[src/rtl/mdu_hilo_pkg.sv]
// Package for the multiply/divide unit: operation encoding, FSM state
// encoding and small operation-class helpers shared by the top level,
// the divider core, the bus interface and the testbench.
package mdu_pkg;

    // Operation requested on the bus.
    typedef enum logic [2:0] {
        MULT  = 3'd0,
        MULTU = 3'd1,
        DIV   = 3'd2,
        DIVU  = 3'd3,
        MTHI  = 3'd4,
        MTLO  = 3'd5
    } mdu_op_t;

    // Control FSM states of mdu_hilo.
    typedef enum logic [1:0] {
        IDLE     = 2'd0,
        MUL_WAIT = 2'd1,
        DIV_RUN  = 2'd2,
        DIV_FIX  = 2'd3
    } mdu_state_t;

    // True for the two multiply operations.
    function automatic logic is_mul(input mdu_op_t op);
        return (op == MULT) || (op == MULTU);
    endfunction

    // True for the two divide operations.
    function automatic logic is_div(input mdu_op_t op);
        return (op == DIV) || (op == DIVU);
    endfunction

endpackage

[src/rtl/mdu_hilo_if.sv]
// Request/response bus between the control unit (master) and the
// multiply/divide unit (slave).
//   start   : request strobe, held by the master until accepted
//   op      : operation (mdu_op_t)
//   op1/op2 : rs / rt operands
//   rd_hilo : datapath is reading HI or LO this cycle
//   hi/lo   : HI and LO registers
//   busy    : operation in flight
//   done    : one-cycle pulse after a MULT*/DIV* result lands in hi/lo
//   stall   : combinational stall request to the control unit
interface mdu_hilo_if
    import mdu_pkg::*;
#(
    parameter int WIDTH = 32
) ();

    logic             start;
    mdu_op_t          op;
    logic [WIDTH-1:0] op1;
    logic [WIDTH-1:0] op2;
    logic             rd_hilo;
    logic [WIDTH-1:0] hi;
    logic [WIDTH-1:0] lo;
    logic             busy;
    logic             done;
    logic             stall;

    modport master (
        output start, op, op1, op2, rd_hilo,
        input  hi, lo, busy, done, stall
    );

    modport slave (
        input  start, op, op1, op2, rd_hilo,
        output hi, lo, busy, done, stall
    );

endinterface

[src/rtl/mdu_hilo_divider.sv]
// Iterative restoring divider core.
// Operands are latched on start_i; magnitudes are divided one quotient bit
// per cycle for WIDTH cycles, then a single fix-up cycle presents the
// sign-corrected (or special-case) result with valid_o high.
//   clk, rst_n : clock, asynchronous active-low reset
//   start_i    : latch operands and begin a division
//   signed_i   : treat operands as two's complement
//   op1_i      : dividend
//   op2_i      : divisor
//   quot_o     : quotient (valid while valid_o)
//   rem_o      : remainder (valid while valid_o)
//   valid_o    : result is presented this cycle
module mdu_hilo_divider #(
    parameter int WIDTH = 32
) (
    input  logic             clk,
    input  logic             rst_n,
    input  logic             start_i,
    input  logic             signed_i,
    input  logic [WIDTH-1:0] op1_i,
    input  logic [WIDTH-1:0] op2_i,
    output logic [WIDTH-1:0] quot_o,
    output logic [WIDTH-1:0] rem_o,
    output logic             valid_o
);

    localparam int CNT_W = $clog2(WIDTH + 1);
    localparam logic [WIDTH-1:0] MIN_INT  = {1'b1, {(WIDTH-1){1'b0}}};
    localparam logic [WIDTH-1:0] ALL_ONES = {WIDTH{1'b1}};
    localparam logic [WIDTH-1:0] ZERO_W   = {WIDTH{1'b0}};

    logic             run_q;
    logic             fix_q;
    logic [CNT_W-1:0] cnt_q;
    logic [WIDTH-1:0] divisor_q;
    logic [WIDTH-1:0] quo_q;      // dividend bits shift out, quotient bits shift in
    logic [WIDTH-1:0] rem_q;
    logic [WIDTH-1:0] dividend_q; // original dividend, returned as remainder on /0
    logic             neg_q_q;
    logic             neg_r_q;
    logic             dvz_q;
    logic             ovf_q;

    logic [WIDTH-1:0] op1_abs_s;
    logic [WIDTH-1:0] op2_abs_s;
    logic [WIDTH:0]   shift_s;
    logic             ge_s;
    logic [WIDTH-1:0] diff_s;

    // Operand magnitudes for the unsigned core.
    always_comb begin
        op1_abs_s = (signed_i && op1_i[WIDTH-1]) ? -op1_i : op1_i;
        op2_abs_s = (signed_i && op2_i[WIDTH-1]) ? -op2_i : op2_i;
    end

    // One restoring step. The partial remainder is always below the divisor,
    // so when the trial subtraction succeeds its result fits in WIDTH bits.
    always_comb begin
        shift_s = {rem_q, quo_q[WIDTH-1]};
        ge_s    = (shift_s >= {1'b0, divisor_q});
        diff_s  = shift_s[WIDTH-1:0] - divisor_q;
    end

    // Operand capture, iteration and fix-up sequencing.
    always_ff @(posedge clk or negedge rst_n) begin
        if (!rst_n) begin
            run_q      <= 1'b0;
            fix_q      <= 1'b0;
            cnt_q      <= {CNT_W{1'b0}};
            divisor_q  <= ZERO_W;
            quo_q      <= ZERO_W;
            rem_q      <= ZERO_W;
            dividend_q <= ZERO_W;
            neg_q_q    <= 1'b0;
            neg_r_q    <= 1'b0;
            dvz_q      <= 1'b0;
            ovf_q      <= 1'b0;
        end else if (start_i) begin
            run_q      <= 1'b1;
            fix_q      <= 1'b0;
            cnt_q      <= {CNT_W{1'b0}};
            divisor_q  <= op2_abs_s;
            quo_q      <= op1_abs_s;
            rem_q      <= ZERO_W;
            dividend_q <= op1_i;
            neg_q_q    <= signed_i && (op1_i[WIDTH-1] ^ op2_i[WIDTH-1]);
            neg_r_q    <= signed_i && op1_i[WIDTH-1];
            dvz_q      <= (op2_i == ZERO_W);
            ovf_q      <= signed_i && (op1_i == MIN_INT) && (op2_i == ALL_ONES);
        end else if (run_q) begin
            quo_q <= {quo_q[WIDTH-2:0], ge_s};
            rem_q <= ge_s ? diff_s : shift_s[WIDTH-1:0];
            cnt_q <= cnt_q + CNT_W'(1);
            if (cnt_q == CNT_W'(WIDTH - 1)) begin
                run_q <= 1'b0;
                fix_q <= 1'b1;
            end
        end else begin
            fix_q <= 1'b0;
        end
    end

    // Sign correction and architecturally defined special results.
    always_comb begin
        quot_o  = quo_q;
        rem_o   = rem_q;
        valid_o = fix_q;
        if (dvz_q) begin
            quot_o = ALL_ONES;
            rem_o  = dividend_q;
        end else if (ovf_q) begin
            quot_o = MIN_INT;
            rem_o  = ZERO_W;
        end else begin
            quot_o = neg_q_q ? -quo_q : quo_q;
            rem_o  = neg_r_q ? -rem_q : rem_q;
        end
    end

endmodule

[src/rtl/mdu_hilo.sv]
// Multi-cycle multiply/divide unit owning the HI/LO register pair.
// MULT/MULTU: 2*WIDTH product through a MUL_CYCLES-deep pipeline.
// DIV/DIVU:   restoring divider, fixed WIDTH+1 cycle latency.
// MTHI/MTLO:  written on the accepting edge, no busy period.
//   clk   : rising-edge clock
//   rst_n : asynchronous active-low reset
//   bus   : mdu_hilo_if slave (start/op/op1/op2/rd_hilo in;
//           hi/lo/busy/done/stall out)
module mdu_hilo
    import mdu_pkg::*;
#(
    parameter int WIDTH      = 32,
    parameter int MUL_CYCLES = 2
) (
    input  logic         clk,
    input  logic         rst_n,
    mdu_hilo_if.slave    bus
);

    localparam int CNT_MAX = (WIDTH > MUL_CYCLES) ? WIDTH : MUL_CYCLES;
    localparam int CNT_W   = $clog2(CNT_MAX + 1);
    localparam logic [WIDTH-1:0]   ZERO_W  = {WIDTH{1'b0}};
    localparam logic [2*WIDTH-1:0] ZERO_2W = {(2*WIDTH){1'b0}};

    mdu_state_t       state_q, state_d;
    logic [CNT_W-1:0] cnt_q, cnt_d;
    logic             busy_q, busy_d;
    logic             done_q, done_d;
    logic [WIDTH-1:0] hi_q, hi_d;
    logic [WIDTH-1:0] lo_q, lo_d;

    logic [2*WIDTH-1:0] prod_pipe_q [MUL_CYCLES];

    logic               accept_s;
    logic               mul_accept_s;
    logic               div_start_s;
    logic [2*WIDTH-1:0] mul_a_s;
    logic [2*WIDTH-1:0] mul_b_s;
    logic [2*WIDTH-1:0] product_s;
    logic [WIDTH-1:0]   div_quot_s;
    logic [WIDTH-1:0]   div_rem_s;
    logic               div_valid_s;

    assign accept_s     = bus.start && !busy_q;
    assign mul_accept_s = accept_s && is_mul(bus.op);
    assign div_start_s  = accept_s && is_div(bus.op);

    // Extend to 2*WIDTH so a plain truncated multiply yields the exact
    // signed or unsigned product.
    always_comb begin
        if (bus.op == MULT) begin
            mul_a_s = {{WIDTH{bus.op1[WIDTH-1]}}, bus.op1};
            mul_b_s = {{WIDTH{bus.op2[WIDTH-1]}}, bus.op2};
        end else begin
            mul_a_s = {ZERO_W, bus.op1};
            mul_b_s = {ZERO_W, bus.op2};
        end
        product_s = mul_a_s * mul_b_s;
    end

    // Product register: loaded only when a multiply is accepted.
    always_ff @(posedge clk or negedge rst_n) begin
        if (!rst_n) begin
            prod_pipe_q[0] <= ZERO_2W;
        end else if (mul_accept_s) begin
            prod_pipe_q[0] <= product_s;
        end else begin
            prod_pipe_q[0] <= prod_pipe_q[0];
        end
    end

    // Remaining MUL_CYCLES-1 pipeline stages; the last stage holds the
    // product on the cycle before hi/lo are written.
    for (genvar g = 1; g < MUL_CYCLES; g++) begin : g_mul_pipe
        // One delay stage of the product pipeline.
        always_ff @(posedge clk or negedge rst_n) begin
            if (!rst_n) begin
                prod_pipe_q[g] <= ZERO_2W;
            end else begin
                prod_pipe_q[g] <= prod_pipe_q[g-1];
            end
        end
    end

    mdu_hilo_divider #(
        .WIDTH (WIDTH)
    ) u_divider (
        .clk      (clk),
        .rst_n    (rst_n),
        .start_i  (div_start_s),
        .signed_i (bus.op == DIV),
        .op1_i    (bus.op1),
        .op2_i    (bus.op2),
        .quot_o   (div_quot_s),
        .rem_o    (div_rem_s),
        .valid_o  (div_valid_s)
    );

    // Control FSM: next state, latency counter and HI/LO update selection.
    always_comb begin
        state_d = state_q;
        cnt_d   = cnt_q;
        busy_d  = busy_q;
        done_d  = 1'b0;
        hi_d    = hi_q;
        lo_d    = lo_q;
        case (state_q)
            IDLE: begin
                if (accept_s) begin
                    case (bus.op)
                        MULT, MULTU: begin
                            state_d = MUL_WAIT;
                            cnt_d   = {CNT_W{1'b0}};
                            busy_d  = 1'b1;
                        end
                        DIV, DIVU: begin
                            state_d = DIV_RUN;
                            cnt_d   = {CNT_W{1'b0}};
                            busy_d  = 1'b1;
                        end
                        MTHI: begin
                            hi_d = bus.op1;
                        end
                        MTLO: begin
                            lo_d = bus.op1;
                        end
                        default: begin
                            state_d = IDLE;
                        end
                    endcase
                end else begin
                    state_d = IDLE;
                end
            end
            MUL_WAIT: begin
                if (cnt_q == CNT_W'(MUL_CYCLES - 1)) begin
                    hi_d    = prod_pipe_q[MUL_CYCLES-1][2*WIDTH-1:WIDTH];
                    lo_d    = prod_pipe_q[MUL_CYCLES-1][WIDTH-1:0];
                    busy_d  = 1'b0;
                    done_d  = 1'b1;
                    state_d = IDLE;
                end else begin
                    cnt_d = cnt_q + CNT_W'(1);
                end
            end
            DIV_RUN: begin
                // The divider iterates in lockstep; after WIDTH steps its
                // fix-up cycle coincides with DIV_FIX.
                if (cnt_q == CNT_W'(WIDTH - 1)) begin
                    state_d = DIV_FIX;
                end else begin
                    cnt_d = cnt_q + CNT_W'(1);
                end
            end
            DIV_FIX: begin
                if (div_valid_s) begin
                    hi_d    = div_rem_s;
                    lo_d    = div_quot_s;
                    busy_d  = 1'b0;
                    done_d  = 1'b1;
                    state_d = IDLE;
                end else begin
                    state_d = DIV_FIX;
                end
            end
            default: begin
                state_d = IDLE;
                busy_d  = 1'b0;
            end
        endcase
    end

    // State, status and HI/LO registers.
    always_ff @(posedge clk or negedge rst_n) begin
        if (!rst_n) begin
            state_q <= IDLE;
            cnt_q   <= {CNT_W{1'b0}};
            busy_q  <= 1'b0;
            done_q  <= 1'b0;
            hi_q    <= ZERO_W;
            lo_q    <= ZERO_W;
        end else begin
            state_q <= state_d;
            cnt_q   <= cnt_d;
            busy_q  <= busy_d;
            done_q  <= done_d;
            hi_q    <= hi_d;
            lo_q    <= lo_d;
        end
    end

    assign bus.hi    = hi_q;
    assign bus.lo    = lo_q;
    assign bus.busy  = busy_q;
    assign bus.done  = done_q;
    // Combinational so the control unit can hold a request or an MFHI/MFLO
    // in the very cycle it would otherwise proceed.
    assign bus.stall = busy_q && (bus.start || bus.rd_hilo);

endmodule
[src/flat_wrapper.sv]
// flat-port wrapper written by rule: the top's interface ports become plain ports
module mdu_hilo_flat import mdu_pkg::*;
#(
    parameter int WIDTH      = 32,
    parameter int MUL_CYCLES = 2
)
  (clk, rst_n, bus_start, bus_op, bus_op1, bus_op2, bus_rd_hilo, bus_hi, bus_lo, bus_busy, bus_done, bus_stall);
  mdu_hilo_if #(.WIDTH(WIDTH)) bus_i ();
  input  logic clk;
  input  logic rst_n;
  input wire logic [$bits(bus_i.start)-1:0] bus_start;
  input wire logic [$bits(bus_i.op)-1:0] bus_op;
  input wire logic [$bits(bus_i.op1)-1:0] bus_op1;
  input wire logic [$bits(bus_i.op2)-1:0] bus_op2;
  input wire logic [$bits(bus_i.rd_hilo)-1:0] bus_rd_hilo;
  output wire logic [$bits(bus_i.hi)-1:0] bus_hi;
  output wire logic [$bits(bus_i.lo)-1:0] bus_lo;
  output wire logic [$bits(bus_i.busy)-1:0] bus_busy;
  output wire logic [$bits(bus_i.done)-1:0] bus_done;
  output wire logic [$bits(bus_i.stall)-1:0] bus_stall;
  assign bus_i.start = bus_start;
  assign bus_i.op = bus_op;
  assign bus_i.op1 = bus_op1;
  assign bus_i.op2 = bus_op2;
  assign bus_i.rd_hilo = bus_rd_hilo;
  assign bus_hi = bus_i.hi;
  assign bus_lo = bus_i.lo;
  assign bus_busy = bus_i.busy;
  assign bus_done = bus_i.done;
  assign bus_stall = bus_i.stall;
  mdu_hilo #(.WIDTH(WIDTH), .MUL_CYCLES(MUL_CYCLES)) u_core (.clk(clk), .rst_n(rst_n), .bus(bus_i));
endmodule
[config.mk]
export PLATFORM = sky130hd
export DESIGN_NAME = mdu_hilo_flat
export DESIGN_NICKNAME = d
export VERILOG_FILES = /design/src/rtl/mdu_hilo_pkg.sv /design/src/rtl/mdu_hilo_if.sv /design/src/rtl/mdu_hilo_divider.sv /design/src/rtl/mdu_hilo.sv /design/src/flat_wrapper.sv
export SDC_FILE = /design/constraint.sdc
export NUM_CORES = 2
export LEC_CHECK = 0
export ABC_CLOCK_PERIOD_IN_PS = 5950
export CAP_MARGIN = 0
export CORE_MARGIN = 5
export CORE_UTILIZATION = 35
export CTS_CLUSTER_DIAMETER = 200
export CTS_CLUSTER_SIZE = 40
export DETAILED_ROUTE_END_ITERATION = 7
export GPL_TIMING_DRIVEN = 0
export HOLD_SLACK_MARGIN = 0.12
export PLACE_DENSITY = 0.5
export SKIP_LAST_GASP = 1
export SLEW_MARGIN = 20
export SYNTH_ARGS = -nofsm -noshare
export SYNTH_HDL_FRONTEND = slang
export SYNTH_HIERARCHICAL = 1
export SYNTH_SLANG_ARGS = --single-unit
[constraint.sdc]
create_clock -name clk -period 5.95 [get_ports clk]
set_input_delay 1.785 -clock clk [delete_from_list [all_inputs] [get_ports clk]]
set_output_delay 1.785 -clock clk [all_outputs]
set_load 0.005 [all_outputs]
==> flow_metrics.env <==
export IMPL_syn_num_nets=8924
export IMPL_avgSynthCellArea_um2=9.32
export IMPL_place_hpwl_um=233000
export IMPL_drive_gt1_share_pct=15.0
export IMPL_nets=9303
export IMPL_cts_tree="yes"
export IMPL_min_period_ps=10110
export IMPL_grt_pass1_wl_um=398000
export IMPL_vias=52022
export IMPL_hold_path_class="register to register"
export IMPL_outcome="finished, violations left"
export IMPL_wl_per_cell_um=28.0
export IMPL_dpl_cell_count=9720
export IMPL_grt_pass1_vias=55004
export IMPL_skew_ps=46.2
export IMPL_grt_overflow_total=0
export IMPL_cpPeakStageDelay_ps=650
export IMPL_worstPathRequired_ps=6430
export IMPL_yosysSeqAreaShare_pct=13.0
export IMPL_dp_slack_ps=-7120
export IMPL_fmax_mhz=98.9
export IMPL_die_w_um=444
export IMPL_cap_violations=0
export IMPL_holdWs_ps=373
export IMPL_yosys_warnings=6
export IMPL_setup_violations=57
export IMPL_cts_made_buffers=12
export IMPL_hold_viol=0
export IMPL_synth_area_leaders="fa_1 43%, dfrtp_1 13%, inv_1 8.9%"
export IMPL_die_h_um=444
export IMPL_synthCells=7077
export IMPL_synthTopCellsByCount="1570 x inv_1, 1421 x fa_1, 1018 x nand2_1"
export IMPL_netlist_cell_type_count=94
export IMPL_path_common_cell="fa_1"
export IMPL_worst_ep_arrival_time_ps=10590
export IMPL_maxSlewHeadroom_pct=28.0
export IMPL_cp_start_kind="input port"
export IMPL_stdcell_count=9967
export IMPL_antenna_found_initial=32
export IMPL_die_area_mm2=0.197
export IMPL_area_delta_synth_final_pct=19.1
export IMPL_post_route_drc_count=0
export IMPL_cts_sink_count=342
export IMPL_synth_area_leader_cell="fa_1"
export IMPL_post_route_period_util_pct=170
export IMPL_slew_viol_final=0
export IMPL_coreArea_mm2=0.188
export IMPL_io_pins=138
export IMPL_fp_row_count=159
export IMPL_worstSkewPairLatency_ps=570
export IMPL_place_gp_congestion=0.974
export IMPL_ant_nets=0
export IMPL_violations="negative setup slack"
export IMPL_start_util_pct=35.2
export IMPL_drt_first_pass_iters=5
export IMPL_ys_async_sr_fraction_pct=100
export IMPL_mappedNetlistArea_mm2=0.0660
export IMPL_worst_slack_ps=-4160
export IMPL_ys_ff_latch=342
export IMPL_cts_buffer_depth=3
export IMPL_place_port_buffers=137
export IMPL_synth_most_common_cell="inv_1"
export IMPL_viasPerCell=5.22
export IMPL_path_class="input port to register"
export IMPL_worstPathMaxFanout=12
export IMPL_wl_um=279000
export IMPL_grt_max_degree=94
export IMPL_synth_edff_count=0
export IMPL_track_usage_pct=27.9
export IMPL_drt_iter0_markers=4255
export IMPL_clk_pin_slew_ps=160
export IMPL_crit_path_end_kind="register"
export IMPL_rsz0062_at_grt="yes"
export IMPL_cpMaxStageDelayCell="clkbuf_2"
export IMPL_synthFlopType="dfrtp_1"
export IMPL_yosys_area_top_type_share_pct=43.1
export IMPL_worst_pin_slew_ps=1080
export IMPL_htreeDepth=1
export IMPL_cts_root_buf="clkbuf_16"
export IMPL_holdBufCountCts=0
[flip-flops by register name, indices dropped and copies added, names as in the netlist, 2 cells and up]
register                     flops
u_core/bus.hi                   32
u_core/bus.lo                   32
u_core/cnt_q                     6
u_core/prod_pipe_q             128
u_core/state_q                   2
u_core/u_divider/cnt_q           6
u_core/u_divider/dividend_q     32
u_core/u_divider/divisor_q      32
u_core/u_divider/quo_q          32
u_core/u_divider/rem_q          32
[layout by cell type (no fill, tap or decap), types with 71 or more instances in the layout]
| cell type | Yosys | routed |
|---|---|---|
| fa_1 | 1421 | 1305 |
| inv_1 | 1570 | 1484 |
| inv_2 | 0 | 81 |
| fa_2 | 0 | 116 |
| nor2_1 | 144 | 130 |
| buf_6 | 1 | 71 |
| xor2_1 | 108 | 96 |
| buf_4 | 1 | 182 |
| dfrtp_1 | 342 | 342 |
| nand2_1 | 1018 | 962 |
| and2_1 | 449 | 431 |
| a21oi_1 | 156 | 116 |
| clkbuf_16 | 0 | 74 |
| clkbuf_1 | 324 | 115 |
| o21ai_1 | 27 | 75 |
| xnor2_1 | 152 | 132 |
| ha_1 | 355 | 300 |
| o21ai_0 | 257 | 187 |
[logic make-up after synthesis]
group	synth area share, %
flops	13.0
fa+ha+maj	49.9
buf+inv	11.0
mux	1.25
xor+xnor	3.45
compound gates	7.89
simple gates	13.5
[per-layer routing]
metal  part of all wire, %  GRT usage (%)  vias up  wire, µm
li1                      -              -    22160         -
met1                    41           37.5    27370    116000
met2                    47           46.3     2056    131000
met3                   6.9           3.46      432     19200
met4                   4.9           10.3        4     13600
met5                 0.011              0        -        32
[critical path: cells and delay by family]
| kind | cells | cell delay [ps] |
|---|---|---|
| and+or+nand+nor | 4 | 980 |
| AOI/OAI and AO/OA | 4 | 590 |
| adders and majority gates | 11 | 5630 |
| buffers and inverters | 7 | 1580 |
[stage by stage]
step | TNS (ps) | util, % | cell area, µm²
after global placement | -4584150 | 38.3 | 71900
final | -171100 | 41.9 | 78600
after global routing | -180730 | 41.9 | 78500
after CTS | -170440 | 40.9 | 76700
after detailed placement | -300800 | 38.5 | 72200
after floorplan | -149060 | - | 67400
[timing repair]
item                       4_1_cts  5_1_grt
cloned                           2        3
setup endpoints to repair       59       58
resized for setup             1071      335
setup buffers                  139       95
pin swaps                      148      259
[path summary, 6_finish.rpt]
kind	cells past startpoint	from	end	slack, ps
worst max-delay path	26	bus_op2[26]	u_core/prod_pipe_q[126]	-4160
max in group asynchronous	4	rst_n	u_core/prod_pipe_q[123]	3360
worst min-delay path	0	u_core/prod_pipe_q[79]	u_core/prod_pipe_q[15]	370
worst min register to register	0	u_core/prod_pipe_q[79]	u_core/prod_pipe_q[15]	370
min in group asynchronous	1	rst_n	u_core/u_divider/rem_q[19]	1110
worst max register to register	10	u_core/u_divider/rem_q[10]	u_core/bus.hi[31]	1960
[area by class of cell]
type | instances | area [µm²]
fill | 18485 | 109000
timing repair buffer | 375 | 4010
buffer | 343 | 3510
sequential | 342 | 8560
clock buffer | 13 | 325
multi-input combinational | 4812 | 53100
clock inverter | 1 | 20.0
inverter | 1570 | 5910
antenna | 16 | 40.0
tap | 2495 | 3120
Power is left out: the tool's default activity adds up to more than one toggle a clock period on the data nets, which glitch-free logic cannot reach.
